--- src/rtl/wb_stage_pkg.sv ---
// Shared definitions for the MEM->WB skid stage: default sizing, channel
// indices and a packed entry type matching the default configuration.
package wb_stage_pkg;

  localparam int WB_NCH = 2;
  localparam int WB_DW  = 64;
  localparam int WB_AW  = 12;

  localparam int CH_GPR = 0;
  localparam int CH_CSR = 1;

  typedef struct packed {
    logic                    valid;
    logic [WB_NCH-1:0]       wen;
    logic [WB_NCH*WB_AW-1:0] waddr;
    logic [WB_NCH*WB_DW-1:0] wdata;
  } wb_entry_t;

endpackage

--- src/rtl/wb_skid_slot.sv ---
// One storage slot of the write-back skid buffer. A write loads all fields
// and sets valid; a clear drops only the valid bit so the raw contents stay
// visible on the head outputs. Write wins over clear, although the control
// never asks for both on the same slot.
module wb_skid_slot
  import wb_stage_pkg::*;
#(
  parameter int NCH = WB_NCH,
  parameter int DW  = WB_DW,
  parameter int AW  = WB_AW
) (
  input  logic               clk,
  input  logic               rst,
  input  logic               wr,
  input  logic               clr,
  input  logic [NCH-1:0]     wen_d,
  input  logic [NCH*AW-1:0]  waddr_d,
  input  logic [NCH*DW-1:0]  wdata_d,
  output logic               valid,
  output logic [NCH-1:0]     wen,
  output logic [NCH*AW-1:0]  waddr,
  output logic [NCH*DW-1:0]  wdata
);

  // Slot register: async clear on reset, sync load or sync invalidate.
  always_ff @(posedge clk or negedge rst) begin
    if (!rst) begin
      valid <= 1'b0;
      wen   <= '0;
      waddr <= '0;
      wdata <= '0;
    end else if (wr) begin
      valid <= 1'b1;
      wen   <= wen_d;
      waddr <= waddr_d;
      wdata <= wdata_d;
    end else if (clr) begin
      valid <= 1'b0;
    end
  end

endmodule

--- src/rtl/wb_skid_stage.sv ---
// MEM->WB pipeline stage: NCH write-back channels through a 2-entry skid
// buffer with valid/ready handshake, plus a combinational lookup port so
// hazard logic can forward data still held here.
// Optional build macro WB_SKID_STAGE_X0_FILTER_EN: suppress channel-0 writes
// to address 0 at push time (the entry is still stored).
module wb_skid_stage
  import wb_stage_pkg::*;
#(
  parameter int NCH = WB_NCH,
  parameter int DW  = WB_DW,
  parameter int AW  = WB_AW
) (
  input  logic               clk,
  input  logic               rst,
  input  logic               in_valid,
  output logic               in_ready,
  input  logic [NCH-1:0]     in_wen,
  input  logic [NCH*AW-1:0]  in_waddr,
  input  logic [NCH*DW-1:0]  in_wdata,
  input  logic               flush,
  output logic               out_valid,
  input  logic               out_ready,
  output logic [NCH-1:0]     out_wen,
  output logic [NCH*AW-1:0]  out_waddr,
  output logic [NCH*DW-1:0]  out_wdata,
  input  logic [NCH*AW-1:0]  lkp_addr,
  output logic [NCH-1:0]     lkp_hit,
  output logic [NCH*DW-1:0]  lkp_data
);

  logic [1:0]     count;
  logic           head_ptr;
  logic           tail_ptr;
  logic           push;
  logic           pop;
  logic [NCH-1:0] wen_store;

  logic              s_valid [2];
  logic [NCH-1:0]    s_wen   [2];
  logic [NCH*AW-1:0] s_waddr [2];
  logic [NCH*DW-1:0] s_wdata [2];

  // Handshake is purely a function of registered occupancy, so in_ready
  // never combinationally depends on out_ready.
  assign in_ready  = (count != 2'd2);
  assign out_valid = (count != 2'd0);

  // Flush overrides both handshakes; the incoming entry is dropped.
  assign push = in_valid & in_ready & ~flush;
  assign pop  = out_valid & out_ready & ~flush;

  // Tail is the slot after the head when one entry is held, else the head.
  assign tail_ptr = head_ptr ^ count[0];

  // Write enables as stored; x0 writes on channel 0 optionally suppressed.
  always_comb begin
    wen_store = in_wen;
`ifdef WB_SKID_STAGE_X0_FILTER_EN
    if (in_waddr[0 +: AW] == '0) begin
      wen_store[0] = 1'b0;
    end
`endif
  end

  // Occupancy count and head pointer.
  always_ff @(posedge clk or negedge rst) begin
    if (!rst) begin
      count    <= 2'd0;
      head_ptr <= 1'b0;
    end else if (flush) begin
      count    <= 2'd0;
      head_ptr <= 1'b0;
    end else begin
      case ({push, pop})
        2'b10:   count <= count + 2'd1;
        2'b01:   count <= count - 2'd1;
        default: count <= count;
      endcase
      if (pop) begin
        head_ptr <= ~head_ptr;
      end
    end
  end

  for (genvar i = 0; i < 2; i++) begin : g_slot
    localparam logic IDX = 1'(i);
    logic slot_wr;
    logic slot_clr;

    assign slot_wr  = push & (tail_ptr == IDX);
    assign slot_clr = flush | (pop & (head_ptr == IDX));

    wb_skid_slot #(
      .NCH (NCH),
      .DW  (DW),
      .AW  (AW)
    ) u_slot (
      .clk     (clk),
      .rst     (rst),
      .wr      (slot_wr),
      .clr     (slot_clr),
      .wen_d   (wen_store),
      .waddr_d (in_waddr),
      .wdata_d (in_wdata),
      .valid   (s_valid[i]),
      .wen     (s_wen[i]),
      .waddr   (s_waddr[i]),
      .wdata   (s_wdata[i])
    );
  end

  // Head outputs: raw slot contents, write enables qualified by out_valid.
  assign out_wen   = s_wen[head_ptr] & {NCH{out_valid}};
  assign out_waddr = s_waddr[head_ptr];
  assign out_wdata = s_wdata[head_ptr];

  for (genvar c = 0; c < NCH; c++) begin : g_lkp
    logic          hit_c;
    logic [DW-1:0] data_c;
    logic          older;
    logic          newer;

    // The slot opposite the head is only valid when it is the newer entry.
    assign older = head_ptr;
    assign newer = ~head_ptr;

    // Per-channel lookup: the newer matching slot overrides the older one.
    always_comb begin
      hit_c  = 1'b0;
      data_c = '0;
      if (s_valid[older] && s_wen[older][c] &&
          (s_waddr[older][c*AW +: AW] == lkp_addr[c*AW +: AW])) begin
        hit_c  = 1'b1;
        data_c = s_wdata[older][c*DW +: DW];
      end
      if (s_valid[newer] && s_wen[newer][c] &&
          (s_waddr[newer][c*AW +: AW] == lkp_addr[c*AW +: AW])) begin
        hit_c  = 1'b1;
        data_c = s_wdata[newer][c*DW +: DW];
      end
    end

    assign lkp_hit[c]            = hit_c;
    assign lkp_data[c*DW +: DW]  = data_c;
  end

endmodule

--- config.mk ---
export PLATFORM = sky130hd
export DESIGN_NAME = wb_skid_stage
export DESIGN_NICKNAME = d
export VERILOG_FILES = /design/src/rtl/wb_stage_pkg.sv /design/src/rtl/wb_skid_slot.sv /design/src/rtl/wb_skid_stage.sv
export SDC_FILE = /design/constraint.sdc
export NUM_CORES = 1
export LEC_CHECK = 0
export CORE_MARGIN = 3
export CORE_UTILIZATION = 52
export CTS_BUF_LIST = sky130_fd_sc_hd__clkbuf_4
export DETAILED_ROUTE_END_ITERATION = 6
export PLACE_DENSITY = 0.82
export SKIP_CTS_REPAIR_TIMING = 1
export SYNTH_ARGS = -nofsm -noshare
export SYNTH_HDL_FRONTEND = slang
export SYNTH_SLANG_ARGS = --single-unit
--- constraint.sdc ---
create_clock -name clk -period 4.05 [get_ports clk]
set_input_delay 0.81 -clock clk [delete_from_list [all_inputs] [get_ports clk]]
set_output_delay 0.81 -clock clk [all_outputs]
set_load 0.01 [all_outputs]
Word level (Yosys, flattened, before mapping)
Cells that the tools add are included.
- word-level logic and storage cells: 91
- input port bits: 183
- bits in registers: 313
- output and inout bits: 286
- equal/unequal tests: 7
- bitwise gates (word level): 17
- muxes and demuxes: 40
- reductions and logical operators: 13
- add/subtract/negate cells: 2
- $lt $le $gt $ge: 2
- operator list (kind ; count):
    $mux 128 ; 6
    $mux 64 ; 4
    $mux 24 ; 6
    $eq 12x12->1 ; 4
    $mux 1 ; 16
    $mux 2 ; 7
    $and 1x1->1 ; 8
    $logic_and 1x1->1 ; 8
    $reduce_bool 2->1 ; 4
    $ge 2x2->1 const B ; 2
    $not 1->2 ; 2
    $pmux 2 s2 ; 1
    $not 1->1 ; 3
    $reduce_bool 3->1 ; 1
    $add 2x1->2 const B ; 1
    $and 2x2->2 ; 1
    $eq 2x1->1 const B ; 1
    $eq 2x2->1 const B ; 1
    $ne 2x2->1 const B ; 1
    $or 1x1->1 ; 2
    $sub 2x1->2 const B ; 1
    $xor 1x1->1 ; 1

Depth between registers and ports, before layout
Gate-level depths: netlist of the first run.
- depth in word-level cells: 8
- mapped depth: 12
- gate-level depth less buffers: 7

Hierarchy
From an unflattened synthesis of the first run, not the netlist that was laid out.
- cells, all modules: 1721
- area, all modules: 18750.5 µm²
- by module, submodules not included (module ; times used ; cells each ; sequential area each (µm²) ; area each (µm²)):
    wb_skid_slot ; 2 ; 328 ; 3878.7 ; 5845.6
    wb_skid_stage ; 1 ; 1065 ; 75.1 ; 7059.3

Worst setup path before layout of the first run
OpenSTA, ideal clock, no wires.
- path kind: register -> output
- start point: register head_ptr, in the netlist g_lkp[0].older
- end point: output port lkp_data[74]
- arrival time: 2.503 ns
- path slack: 0.737 ns
- path buffers: 5
- cell stages (with the launch flop): 12
- data required time: 3.240 ns
- cells stage by stage: dfrtp_1 -> buf_6 -> buf_2 -> mux2_2 -> xor2_1 -> nor4_1 -> and4_1 -> buf_2 -> buf_4 -> buf_4 -> nand3_1 -> a22oi_1
- word-level cells in the longest chain between the ends: 8
- elaborated cells on any way between the ends: 35
- classes of those cells: eq/ne: 2; mux: 26; bitwise: 3; reduce/logical: 4
- ends and longest elaborated chain (item ; RTL line ; text):
    from (decl) ; wb_skid_stage.sv:32 ; logic head_ptr;
    from (signal assigned) ; wb_skid_stage.sv:80 ; head_ptr <= ~head_ptr;
    $not 1->2 ; -- ;
    $mux 24 (3 in a row) ; -- ;
    net out_waddr[21] ; wb_skid_stage.sv:24 ; output logic [NCH*AW-1:0] out_waddr,
    $eq 12x12->1 ; wb_skid_stage.sv:132 ; (s_waddr[older][c*AW +: AW] == lkp_addr[c*AW +: AW])) begin
    $logic_and 1x1->1 ; wb_skid_stage.sv:131 ; if (s_valid[older] && s_wen[older][c] &&
    $mux 64 ; wb_skid_stage.sv:131 ;
    $mux 64 ; wb_skid_stage.sv:136 ; if (s_valid[newer] && s_wen[newer][c] &&
    to (decl) ; wb_skid_stage.sv:28 ; output logic [NCH*DW-1:0] lkp_data
The timed path passes the listed nets, and every way through them passes these cells. The select of a mux whose other input is x is not followed.

Final worst setup path of the first run
- start point: register head_ptr, in the netlist g_lkp[0].older
- end point: output port lkp_data[60]
- word-level cells in the longest chain between the ends: 8
- elaborated cells on any way between the ends: 35
- classes of those cells: eq/ne: 2; mux: 26; bitwise: 3; reduce/logical: 4
- ends and longest elaborated chain (item ; RTL line):
    $not 1->2 (not written as such) or $not 1->1 (tied branches) ; --
    $mux 24 (tied with other cells) (2 in a row) ; --
    $mux 24 (not written as such) (tied with other cells) ; wb_skid_stage.sv:132
    $eq 12x12->1 (tied with other cells) ; wb_skid_stage.sv:132
    $logic_and 1x1->1 (tied with other cells) ; wb_skid_stage.sv:131
    $mux 64 or $logic_and 1x1->1 (tied branches) ; wb_skid_stage.sv:131, wb_skid_stage.sv:136
    $mux 64 * ; wb_skid_stage.sv:136
Every way passes the cells marked *; elsewhere a longest branch is shown, timed or not. The select of a mux whose other input is x is not followed.

==> flow_summary_export.csv, run 1 <==
group,metric,value,unit
status,status,"finished, violations left",
status,violations,"setup timing",
logic_synthesis,avgSynthCellArea,10.0,µm²
place,dp.cells,2697,
drt,drt-initial-drc-count,1530,
clock_network,clock_sinks,313,
min_path,hp-class,"in2async",
finish,fillers,2370,
sta,period_minus_slack,4.58,ns
logic_synthesis,synth-xor-area-share,2.26,%
critical_path,regToRegStartpoint,"g_lkp[0].older",
finish,multi_input_area,0.0102,mm²
critical_path,cp.depth,11,
logic_synthesis,yosys.area.top_type,"dfrtp_1",
logic_synthesis,synthCells,1858,
finish,area_growth,39.0,%
logic_synthesis,synth-async-reset-ratio,100,%
critical_path,r2r-end,"g_slot[0].u_slot.wdata[118]",
global_route,grt_pass1_vias,17200,
sta,fin_skew,0.0507,ns
critical_path,worstSetupStartpointType,"flop",
critical_path,endpoint,"lkp_data[60]",
sta,clock.fmax,0.219,GHz
place,gp_congestion,0.891,
sta,max_slew_margin,55.6,%
logic_synthesis,yosys.cell_types.count,40,
sta,setup_viol,162,
power_and_ir_drop,p_per_area,468,mW/mm²
global_route,grt_pass1_wl,93000,µm
critical_path,r2r_slack,1.49,ns
critical_path,crit_path_start,"g_lkp[0].older",
drt,drc,0,
clock_network,cts_buffers,87,
sta,drv_slew,0,
floorplan,core_region_area,0.0349,mm²
global_route,grt_overflow,0,
clock_network,htree_levels,3,
clock_network,cts_max_path_buffers,3,
drt,ant_nets,0,
logic_synthesis,synth_simple_gate_area_share,10.7,%
drt,wire_per_inst,22.4,µm
critical_path,path_delay_family,"simple AND/OR/NAND/NOR gates",
logic_synthesis,synthFlopType,"dfrtp_1",
place,dp_hpwl,41400,µm
global_route,grt_max_degree,114,
logic_synthesis,synth_mux_area_share,24.4,%
finish,drive_above_1_share,35.1,%
sta,rsz0062_at_grt,"yes",
logic_synthesis,synthesis.nets,2041,
critical_path,crit_fanout,15,
critical_path,required,3.24,ns
critical_path,critPathSlowestCell,"or4_4",
logic_synthesis,synth-adder-area-share,0,%
floorplan,die_area,0.0381,mm²
logic_synthesis,ys_seq_area_share,42.1,%
power_and_ir_drop,leakagePower,11.3,nW
clock_network,cts_tree,"yes",
sta,finalCritPeriodShare,113,%
logic_synthesis,synth_top_family_by_area,"multiplexers",
logic_synthesis,synth_edf_count,0,
sta,final.setup.worst_slack,-0.525,ns
floorplan,ios,469,
critical_path,path_common_cell,"buf_6",
critical_path,cp.arrival,3.77,ns
place,port_buffers,468,
clock_network,ctsRootBufferMaster,"clkbuf_4",
floorplan,rows,68,
drt,drt-total-wl,65000,µm
sta,hold_viol,0,
drt,dr.pass1.iters,5,
sta,worst_pin_slew,0.666,ns
logic_synthesis,netlist_top_cells_area,"dfrtp_1 (42%), mux2_2 (22%), nand3_1 (4.8%)",
power_and_ir_drop,p_total,12.1,mW
logic_synthesis,yosys_warnings,0,
place,place_ws,-0.497,ns
logic_synthesis,syn_area,0.0186,mm²
power_and_ir_drop,ir_worst_vdd,0.368,mV
logic_synthesis,synth_compound_area_share,15.1,%
finish,seq_area,0.00784,mm²
clock_network,clkLatencyLatePin,0.74,ns
critical_path,cpPeakStageDelay,0.55,ns
finish,fin_nets,2556,
critical_path,crit_path_end_kind,"output pin",
clock_network,clkTransAtPathRegs,0.06,ns
floorplan,die_x,195,µm
floorplan,die_h,195,µm
global_route,track_usage,30.0,%
global_route,antenna_found_initial,11,
logic_synthesis,synth-seq-cells,313,
drt,num_vias,17800,
critical_path,path_cells,"buf_6, mux2_4, xor2_1, or4_4, nor4_4, buf_6, buf_12, clkbuf_16, nand3_1, a32oi_1, buf_2",
logic_synthesis,synth.top_cell.area_share,42.1,%
critical_path,cp.buffers_inverters,5,
drt,viasPerCell,6.13,
critical_path,critPathKind,"reg2out",
run,cap_violations,0,
floorplan,initial_core_util,53.3,%
finish,final_cells,2900,
critical_path,rr_worst_depth,8,
[worst register-to-register path: cells and delay by family, from the launching register on]
kind / cells / cell delay [ns]
DFF: 1 / 0.52
buffers and inverters: 4 / 0.93
AOI/OAI and AO/OA: 1 / 0.07
muxes: 1 / 0.50
and+or+nand+nor: 2 / 0.40
[synthesized netlist by cell type, types with 3 or more instances]
| master | n |
|---|---|
| and3_1 | 40 |
| nor4_1 | 5 |
| nand2_1 | 103 |
| buf_4 | 13 |
| mux2_4 | 4 |
| clkbuf_1 | 99 |
| o21ai_0 | 123 |
| a21oi_1 | 167 |
| xnor2_1 | 25 |
| nor2b_1 | 3 |
| nor2_1 | 10 |
| nand4_1 | 5 |
| a21o_1 | 41 |
| buf_1 | 10 |
| o22a_1 | 40 |
| nand3_1 | 180 |
| xor2_1 | 23 |
| mux2i_1 | 31 |
| inv_1 | 47 |
| a22oi_1 | 75 |
| buf_2 | 51 |
| nor3_1 | 43 |
| a32oi_1 | 12 |
| and4_1 | 3 |
| mux2_2 | 370 |
| dfrtp_1 | 313 |
| nand2b_1 | 3 |
| buf_6 | 5 |
[final cells by class]
cell class / instances / share of cell area, %
clock buffer: 120 / 3.48
multi-input combinational: 1320 / 39.5
inverter: 47 / 0.687
tap: 455 / 2.20
antenna: 11 / 0.106
clock inverter: 30 / 0.465
sequential: 313 / 30.3
timing repair buffer: 604 / 23.2
[power breakdown]
part           leakage (nW)  internal, mW  switching [mW]  total, mW
clock                 0.613          1.37            1.38       2.75
sequential             3.73          4.05           0.894       4.95
combinational          6.95          2.47            1.93       4.40
[cells by family (layout without fill, tap and decap cells)]
group	Yosys count	count (layout)
flip-flops	313	313
other	0	11
XOR/XNOR	48	48
multiplexers	406	406
AND/OR/NAND/NOR	403	403
buffers and inverters	225	801
AO/OA/AOI/OAI	463	463
[cell usage in the layout, fill, tap and decap left out, types with 5 or more instances in the layout]
cell type and count:
nand4_1 5, a22oi_2 37, a32oi_1 12, diode_2 11
o21ai_0 123, nor2_1 10, dfrtp_1 312, xnor2_1 25
nand3_1 152, nand2_1 103, buf_4 68, buf_8 10
a21o_1 41, buf_2 103, buf_6 30, mux2i_1 28
a22oi_1 38, mux2_2 369, a21oi_1 167, clkbuf_2 5
clkinv_2 7, nor3_1 41, o22a_1 40, buf_12 29
inv_1 46, clkbuf_16 17, clkinv_1 24, and3_1 37
xor2_1 23, clkdlybuf4s50_1 338, nand3_2 26, clkbuf_4 120
mux2_4 6
[routing by layer]
| layer | up-vias | routed length, µm | track usage [%] |
|---|---|---|---|
| met5 | - | 13 | 0 |
| met4 | 2 | 3550 | 16.0 |
| met3 | 210 | 5650 | 6.63 |
| met2 | 912 | 31800 | 50.1 |
| met1 | 8757 | 24000 | 36.3 |
| li1 | 7884 | - | - |
[flip-flops by register name (all words and copies together), names as in the netlist]
register             cells
g_slot.u_slot.waddr     48
g_slot.u_slot.valid      2
g_slot.u_slot.wen        4
g_lkp.older              1
g_slot.u_slot.wdata    256
count                    2
[stage by stage]
step	hold WS [ns]	TNS [ns]	utilization, %	area (µm²)
6_report	0.0804	-46.95	74.1	25900
5_1_grt	0.0817	-72.62	74.1	25900
2_1_floorplan	0.496	0	-	18600
4_1_cts	0.0416	-141.28	72.0	25100
3_5_place_dp	0.515	-37.46	69.1	24100
3_3_place_gp	0.506	-37.96	69.1	24100
[worst min path at each step]
stage | startpoint | end | cells past startpoint
2_1_floorplan | g_slot[1].u_slot.waddr[10] | g_slot[1].u_slot.waddr[10] | 1
3_3_place_gp | g_slot[0].u_slot.waddr[6] | g_slot[0].u_slot.waddr[6] | 1
3_5_place_dp | g_slot[1].u_slot.waddr[14] | g_slot[1].u_slot.waddr[14] | 1
4_1_cts | rst | g_slot[0].u_slot.wdata[1] | 1
5_1_grt | rst | g_slot[1].u_slot.wdata[60] | 1
6_report | rst | g_slot[1].u_slot.wdata[60] | 1
No activity file was read; power rests on OpenSTA's default activity.
==> inputs of run 2 (changes only) <==
CORE_UTILIZATION = 35   (was 52)
PLACE_DENSITY = 0.58   (was 0.82)
==> run 2 against run 1 <==
  * The run still ends with setup timing left
  * Cell area grew 4.8%
  * Non-clock buffer count up 38
  * Total power increased by 3.7%
  * Hold slack gained 0.017 ns
  * Combinational power rose by 3%
  * First-iteration DRC count decreased by 26%
  * Sequential power barely moved
  * Via count down 1.4%
  * Critical endpoint is now lkp_data[15]
  * Largest cell class unchanged
  * Largest power group unchanged
  * Highest routed layer unchanged
==> flow_summary_export.csv, run 2 (synthesis gave the netlist of run 1 again) <==
group,metric,value,unit
global_route,grt_overflow,0,
clock_network,cts_buffers,95,
drt,drt-initial-drc-count,1135,
finish,largest_reg_flops,256,
place,dp.cells,2948,
place,place_area,0.0246,mm²
critical_path,worstSetupStartpointType,"flop",
drt,drt-total-wl,69400,µm
clock_network,ctsRootBufferMaster,"clkbuf_4",
floorplan,die_area,0.0560,mm²
place,dp_hpwl,45100,µm
run,cap_violations,0,
drt,drc,0,
clock_network,cts_tree,"yes",
place,place_ws,-0.546,ns
critical_path,crit_fanout,9,
floorplan,core_region_area,0.0519,mm²
floorplan,initial_core_util,35.8,%
global_route,grt_pass1_vias,16700,
floorplan,ios,469,
finish,drive_above_1_share,39.0,%
finish,multi_input_area,0.0106,mm²
power_and_ir_drop,leakagePower,11.6,nW
power_and_ir_drop,ir_worst_vdd,0.281,mV
clock_network,cts_max_path_buffers,3,
clock_network,clkLatencyLatePin,0.81,ns
finish,area_growth,45.7,%
drt,ant_nets,0,
finish,fin_nets,2602,
clock_network,clock_sinks,313,
finish,fillers,4714,
global_route,grt_max_degree,121,
floorplan,die_x,237,µm
power_and_ir_drop,p_total,12.5,mW
finish,final_area,0.0271,mm²
critical_path,crit_path_end_kind,"output pin",
sta,setup_viol,129,
clock_network,clkTransAtPathRegs,0.06,ns
floorplan,die_h,237,µm
global_route,track_usage,22.2,%
global_route,grt_pass1_wl,98800,µm
place,port_buffers,468,
sta,setup_tns,-53.59,ns
finish,seq_area,0.00784,mm²
drt,num_vias,17500,
finish,postLayoutCoreUtil,52.2,%
floorplan,rows,83,
global_route,antenna_found_initial,12,
finish,top_regs,"g_slot.u_slot.wdata: 256 flops, g_slot.u_slot.waddr: 48 flops, g_slot.u_slot.wen: 4 flops",
drt,dr.pass1.iters,5,
power_and_ir_drop,p_per_area,463,mW/mm²
sta,fin_hold_ws,0.0976,ns
sta,hold_viol,0,
status,violations,"setup timing",
sta,finalCritPeriodShare,113,%
drt,wire_per_inst,21.9,µm
clock_network,htree_levels,3,
sta,final.setup.worst_slack,-0.526,ns
sta,fin_skew,0.0403,ns
drt,viasPerCell,5.52,
finish,final_common_cell,"mux2_2",
sta,worst_pin_slew,0.997,ns
sta,rsz0062_at_grt,"yes",
sta,max_slew_margin,33.5,%
sta,drv_slew,0,
finish,regMostFlops,"g_slot.u_slot.wdata",
critical_path,required,3.24,ns
sta,clock.fmax,0.219,GHz
finish,final_cell_mix,"mux2_2 (370), clkdlybuf4s50_1 (337), dfrtp_1 (312)",
sta,period_minus_slack,4.58,ns
status,status,"finished, violations left",
min_path,hp-class,"in2async",
critical_path,critPathKind,"reg2out",
finish,final_cells,3173,
critical_path,cp.arrival,3.77,ns
place,gp_congestion,0.857,
==> run 2: changes by cell type in the layout (fill, tap and decap cells not counted), moves of 10 or more <==
cell      change
a22oi_1      -21
a22oi_2      +21
buf_2        -21
buf_4        +37
clkbuf_2     +10
clkbuf_4     +16
nand3_1      -29
nand3_2      +28
nor3_1       -11
==> run 2: path summary, 6_finish.rpt <==
check,startpoint,to,slack (ns),depth (start not counted)
worst max-delay path,g_lkp[0].older,lkp_data[15],-0.53,11
worst min-delay path,rst,g_slot[0].u_slot.wdata[94],0.1,1
worst max register to register,g_lkp[0].older,g_slot[1].u_slot.waddr[22],1.19,7
worst min register to register,g_slot[1].u_slot.waddr[19],g_slot[1].u_slot.waddr[19],0.53,1
max in group asynchronous,rst,g_slot[0].u_slot.waddr[5],2.96,2
min in group clk,g_slot[1].u_slot.waddr[19],g_slot[1].u_slot.waddr[19],0.53,1
==> run 2: layout make-up <==
| cell class | count | share of cell area [%] |
|---|---|---|
| Antenna cell | 11 | 0.102 |
| Tap cell | 680 | 3.14 |
| Clock buffer | 134 | 3.71 |
| Multi-Input combinational cell | 1320 | 39.1 |
| Inverter | 47 | 0.656 |
| Clock inverter | 26 | 0.559 |
| Timing Repair Buffer | 642 | 23.8 |
| Sequential cell | 313 | 28.9 |
==> run 2: power breakdown <==
group	switching (mW)	internal, mW	leakage, nW	total [mW]
registers	0.889	4.06	3.73	4.95
logic	1.97	2.57	7.17	4.54
clock network	1.42	1.63	0.687	3.05
total	4.28	8.25	11.6	12.5
==> run 2: critical path, stage by stage (launching register included) <==
cell and delay (ns):
dfrtp_4 0.49, buf_12 0.15, mux2_4 0.31, xor2_1 0.14, or4_4 0.56, nor4_4 0.32, buf_6 0.18, clkbuf_16 0.20
clkbuf_16 0.17, nand3_1 0.09, a32oi_2 0.21, buf_2 0.17
==> run 2: routing by layer <==
| metal | GRT usage, % | share of wire, % |
|---|---|---|
| met3 | 6.21 | 7.1 |
| met1 | 28.1 | 41 |
| met4 | 7.09 | 3.1 |
| met2 | 36.5 | 49 |
| met5 | 0 | 0.049 |
